`config.mk`:
```
export PLATFORM = sky130hd
export DESIGN_NAME = ingredient_segmented
export DESIGN_NICKNAME = d
export VERILOG_FILES = /design/src/rtl/ingredient_segmented.sv
export SDC_FILE = /design/constraint.sdc
export NUM_CORES = 1
export LEC_CHECK = 0
export ABC_AREA = 0
export CORE_ASPECT_RATIO = 1.5
export CORE_UTILIZATION = 34
export DETAILED_ROUTE_END_ITERATION = 7
export PLACE_DENSITY = 0.72
export SLEW_MARGIN = 20
export SYNTH_ARGS = -nofsm -noshare
export SYNTH_HDL_FRONTEND = slang
export SYNTH_SLANG_ARGS = --single-unit
```
`constraint.sdc`:
```
create_clock -name frame_clk -period 2.6 [get_ports frame_clk]
set_input_delay 0.78 -clock frame_clk [delete_from_list [all_inputs] [get_ports frame_clk]]
set_output_delay 0.78 -clock frame_clk [all_outputs]
set_load 0.01 [all_outputs]
```
`src/rtl/ingredient_segmented.sv`:
```
`default_nettype none
// ============================================================================
// Module   : ingredient_segmented
// Purpose  : Segmented falling burger ingredient; pressed by the chef, drops a floor.
// Revision : 1.0 - initial release
// ============================================================================
module ingredient_segmented #(
   parameter logic [9:0] X_START     = 10'd0,
   parameter logic [9:0] Y_START     = 10'd0,
   parameter int         NUM_SEGS    = 4,
   parameter int         SEG_W_LOG2  = 3,
   parameter logic [9:0] FOOT_OFS    = 10'd0,
   parameter logic [9:0] FLOOR_PITCH = 10'd48,
   parameter logic [9:0] FALL_STEP   = 10'd2,
   parameter logic [9:0] HIT_GAP     = 10'd8
) (
   input  logic                frame_clk,
   input  logic                Reset,
   input  logic                walk,
   input  logic                climb,
   input  logic [9:0]          ChefX,
   input  logic [9:0]          ChefY,
   input  logic                above_falling,
   input  logic [9:0]          above_y,
   input  logic [9:0]          plate_top_y,
   output logic [9:0]          BurgerX,
   output logic [9:0]          BurgerY,
   output logic [NUM_SEGS-1:0] seg_pressed,
   output logic                falling,
   output logic                land_pulse,
   output logic                finish
);

   typedef enum logic [1:0] {
      ST_REST = 2'd0,
      ST_FALL = 2'd1,
      ST_DONE = 2'd2
   } state_t;

   localparam logic [10:0]         c_PIECE_W = 11'(NUM_SEGS << SEG_W_LOG2);
   localparam logic [NUM_SEGS-1:0] c_ALL     = {NUM_SEGS{1'b1}};

   state_t              r_state, w_state_n;
   logic [9:0]          r_y;
   logic [9:0]          r_target;
   logic [NUM_SEGS-1:0] r_seg;
   logic                r_land;

   logic [9:0]          w_rel;
   logic [9:0]          w_seg_idx;
   logic                w_on_piece;
   logic [NUM_SEGS-1:0] w_press_mask;
   logic                w_all;
   logic                w_hit;
   logic                w_go;
   logic [10:0]         w_y_pitch;
   logic [10:0]         w_y_step;
   logic [9:0]          w_target;
   logic                w_land;

   // All geometry sums are done one bit wider so nothing wraps at the screen edge.
   assign w_rel      = ChefX - X_START;
   assign w_seg_idx  = w_rel >> SEG_W_LOG2;
   assign w_on_piece = walk && !climb
                    && ({1'b0, ChefY} == ({1'b0, r_y} + {1'b0, FOOT_OFS}))
                    && (ChefX >= X_START)
                    && ({1'b0, ChefX} < ({1'b0, X_START} + c_PIECE_W));

   always_comb begin
      w_press_mask = '0;
      for (int i = 0; i < NUM_SEGS; i++) begin
         w_press_mask[i] = w_on_piece && (w_seg_idx == 10'(i));
      end
   end

   assign w_all     = &(r_seg | w_press_mask);
   assign w_hit     = above_falling && (({1'b0, above_y} + {1'b0, HIT_GAP}) >= {1'b0, r_y});
   assign w_go      = w_all || w_hit;
   assign w_y_pitch = {1'b0, r_y} + {1'b0, FLOOR_PITCH};
   assign w_target  = (w_y_pitch < {1'b0, plate_top_y}) ? w_y_pitch[9:0] : plate_top_y;
   assign w_y_step  = {1'b0, r_y} + {1'b0, FALL_STEP};
   assign w_land    = w_y_step >= {1'b0, r_target};

   always_comb begin
      w_state_n = r_state;
      case (r_state)
         ST_REST: if (w_go) w_state_n = ST_FALL;
         ST_FALL: if (w_land) w_state_n = (r_target == plate_top_y) ? ST_DONE : ST_REST;
         ST_DONE: w_state_n = ST_DONE;
         default: w_state_n = ST_REST;
      endcase
   end

   always_ff @(posedge frame_clk) begin
      if (Reset) begin
         r_state  <= ST_REST;
         r_y      <= Y_START;
         r_target <= '0;
         r_seg    <= '0;
         r_land   <= 1'b0;
      end else begin
         r_state <= w_state_n;
         r_land  <= 1'b0;
         case (r_state)
            ST_REST: begin
               if (w_go) begin
                  r_seg    <= c_ALL;
                  r_target <= w_target;
               end else begin
                  r_seg <= r_seg | w_press_mask;
               end
            end
            ST_FALL: begin
               if (w_land) begin
                  r_y    <= r_target;
                  r_seg  <= '0;
                  r_land <= 1'b1;
               end else begin
                  r_y <= w_y_step[9:0];
               end
            end
            default: r_seg <= '0;
         endcase
      end
   end

   assign BurgerX     = X_START;
   assign BurgerY     = r_y;
   assign seg_pressed = r_seg;
   assign falling     = (r_state == ST_FALL);
   assign land_pulse  = r_land;
   assign finish      = (r_state == ST_DONE);

endmodule
`default_nettype wire

```
==> flow_summary.ini, run 1 <==
[outcome]
status = finished with violations
violations = negative setup slack

[grt]
met2_usage_pct = 42.0
grt_pass1_wl_mm = 14.9
grt_use_met1_pct = 24.5
antenna_found_initial = 0
grt_pass1_vias = 3177
grt_usage_pct = 23.4
grt-ovfl-total = 0
grt_max_degree = 22
use_met3_pct = 2.44
busiest_layer = met2

[sta]
finClkSkew_ps = 3.96
drv_slew = 0
max_freq_ghz = 0.359
finalSetupViolCount = 15
post-route-period-util_pct = 107
relSlewSlack_pct = 64.7
hold_violations = 0
tightest_slew_ps = 529
setup_slack_ps = -183
rsz0062_at_grt = true
fin_crit_ps = 2780
fin_tns_setup_ps = -1400

[cts]
root_buffer = clkbuf_16
numCtsBuffers = 3
cts_tree = built
cts_buffer_depth = 2
h-tree-depth = 1
clock_sinks = 27
clkLatencyLatePin_ps = 260
clkTransAtPathRegs_ps = 70

[setup_path]
crit_chain = ha_4 > inv_4 > nor3_4 > nand3_2 > xnor2_2 > ha_1 > a21oi_2 > nor2b_1 > o21ai_1 > o211ai_1 > a31oi_2 > buf_6 > mux2i_2 > o32ai_2
crit_type = register to register
startpoint_type = register
crit_fanout = 8
worstPathRequired_ps = 2730
max_stage_delay_ps = 370
end_kind = register
cp.arrival_ps = 2910
cpMaxStageDelayCell = dfxtp_4

[pwr]
p_seq_share_pct = 27.4
p_switching_w = 0.000654
clkPwrFrac_pct = 20.5
comb_power_share_pct = 52.1
total_power_w = 0.00176
power_density_nw_per_um2 = 381
p_int_w = 0.00111
peakVddDrop_uv = 278
power.leakage_nw = 2.04
swShare_pct = 37.1

[logic_synthesis]
synth_compound_area_share_pct = 21.8
ys.flop_type = dfxtp_1
synthAdderAreaFrac_pct = 15.2
synth.area.mux_share_pct = 5.57
syn_area_per_cell_um2 = 8.19
netlist_area_um2 = 2720
ys_ff_latch = 27
synthArstFlopShare_pct = 0
synthCells = 332
synth_warnings = 0
synth-simple-area-share_pct = 14.7
yosysSeqAreaShare_pct = 19.9
synth_top_family_by_area = compound AO/OA/AOI/OAI gates
synth_edf_count = 0
synth.distinct_cells = 52
synthXorXnorAreaFrac_pct = 11.9

[cells_and_area]
antenna_cells = 0
final_cells = 571
fillers = 618
areaGrowthSynthToFinish_pct = 70.2
layout-drive-gt1-share_pct = 38.6
nets = 548

[drt]
drcViolationCount = 0
wl_per_cell_um = 17.2
first_pass_iters = 4
drtIter0Drc = 163
vias = 3019
ant_nets = 0
viasPerCell = 5.29
wirelength_mm = 9.83

[place]
dpl.hpwl_mm = 6.96
placedCellCount = 546
gp_congestion = 0.879
io_buffers = 58

[floorplanning]
die_y_um = 111
io_pins = 72
die-area_um2 = 8360
core_um2 = 7660
floorplan.rows = 39
die_x_um = 75.0
start_util_pct = 35.5

[job]
cap_viol_max_count = 0

[min_path]
hold_path_class = register to register
## final timing paths
path	startpoint	endpoint	slack, ps	cells past startpoint
worst max-delay path	BurgerY[2]$_SDFFE_PP0P_	BurgerY[5]$_SDFFE_PP0P_	-180	14
worst min-delay path	r_target[5]$_SDFFE_PP0P_	r_target[5]$_SDFFE_PP0P_	550	2
worst max register to register	BurgerY[2]$_SDFFE_PP0P_	BurgerY[5]$_SDFFE_PP0P_	-180	14
worst min register to register	r_target[5]$_SDFFE_PP0P_	r_target[5]$_SDFFE_PP0P_	550	2
## critical path: cells and delay by family, from the launching register on
kind	cells	cell delay, ps
xor+xnor	1	160
buf+inv	2	240
compound gates	5	740
fa+ha+maj	2	490
simple gates	3	400
flops	1	370
mux	1	230
## cells in the final DEF (no fill, tap or decap), drive strengths merged, types with 14 or more instances in the layout
cell type      count
ha                33
dfxtp             27
o21ai             17
mux2i             14
dlygate4sd2       16
a21oi             18
buf               95
nor2              21
clkdlybuf4s50     26
inv               37
xnor2             32
## power groups by stage
stage / sequential [W] / clock, W / combinational (W)
2_1_floorplan: 0.000496 / 0 / 0.000437
3_5_place_dp: 0.000491 / 0 / 0.000745
6_report: 0.000483 / 0.000360 / 0.000918
3_3_place_gp: 0.000489 / 0 / 0.000725
5_1_grt: 0.000486 / 0.000385 / 0.000979
4_1_cts: 0.000482 / 0.000368 / 0.000868
## kinds of logic (layout without fill, tap and decap cells)
family                   Yosys count  in the layout
AO/OA/AOI/OAI                     83             83
XOR/XNOR                          36             36
adder cells (fa/ha/maj)           33             33
buffers and inverters             62            190
flip-flops                        27             27
multiplexers                      15             15
other                              1             10
AND/OR/NAND/NOR                   75             75
## per-stage QoR
stage	hold slack (ps)	area (um2)	util [%]	worst slack, ps
floorplan	485	2870	-	-127
global placement	532	3930	51.2	-714
detailed placement	526	3930	51.2	-797
CTS	538	4330	56.6	-92.5
global route	570	4630	60.4	-343
finish	554	4630	60.4	-183
## cells in the mapped netlist (2+ instances only)
| library cell | number | area [um2] |
|---|---|---|
| a2111oi_0 | 3 | 26.3 |
| a211o_1 | 2 | 17.5 |
| a211oi_1 | 8 | 60.1 |
| a21o_1 | 3 | 22.5 |
| a21oi_1 | 18 | 90.1 |
| a221oi_1 | 2 | 17.5 |
| a31oi_1 | 4 | 25.0 |
| a41oi_1 | 2 | 17.5 |
| and3_1 | 4 | 25.0 |
| buf_2 | 7 | 35.0 |
| buf_4 | 10 | 75.1 |
| buf_6 | 2 | 22.5 |
| clkbuf_1 | 5 | 18.8 |
| dfxtp_1 | 27 | 541 |
| ha_1 | 33 | 413 |
| inv_1 | 37 | 139 |
| mux2i_1 | 14 | 140 |
| nand2_1 | 13 | 48.8 |
| nand2b_1 | 3 | 18.8 |
| nand3_1 | 12 | 60.1 |
| nand4_1 | 7 | 43.8 |
| nor2_1 | 21 | 78.8 |
| nor2b_1 | 2 | 12.5 |
| nor3_1 | 3 | 15.0 |
| nor4_1 | 2 | 12.5 |
| o211a_1 | 3 | 30.0 |
| o211ai_1 | 6 | 45.0 |
| o21ai_0 | 13 | 65.1 |
| o21ai_1 | 4 | 20.0 |
| o21bai_1 | 2 | 15.0 |
| o31ai_2 | 3 | 37.5 |
| o32ai_1 | 4 | 35.0 |
| xnor2_1 | 31 | 272 |
| xor2_1 | 4 | 35.0 |
## routing by layer
metal	vias to the layer above	wire [um]
met1	1440	3610
li1	1441	-
met2	108	5300
met4	0	505
met3	30	417
met5	-	0
## registers in the layout, indices dropped and copies added, names as in the netlist
signal       count
r_target        10
seg_pressed      4
BurgerY         10
land_pulse       1
r_state          2
## layout make-up
class	count	area, um2	area share (%)
multi-input combinational	252	2410	52.1
timing repair buffer	148	1300	28.2
sequential	27	558	12.1
inverter	38	148	3.19
tap	102	128	2.76
clock buffer	4	78.8	1.70
## what timing repair did
action                     4_1_cts  5_1_grt
setup endpoints to repair       26       27
buffers inserted                11        9
resized for setup              103       51
hold buffers                     0        0
pin swaps                       60       42
gates cloned                     2        0
Power figures use the tool's default switching activity.
==> run 2, diff against run 1 <==
--- a/config.mk
+++ b/config.mk
@@ -8,6 +8,7 @@
 export ABC_AREA = 0
 export CORE_ASPECT_RATIO = 1.5
 export CORE_UTILIZATION = 34
+export CTS_CLUSTER_DIAMETER = 40
 export DETAILED_ROUTE_END_ITERATION = 7
 export PLACE_DENSITY = 0.72
 export SLEW_MARGIN = 20
==> results of run 2 <==
No change in the layout: final DEF, timing and power equal those of run 1.
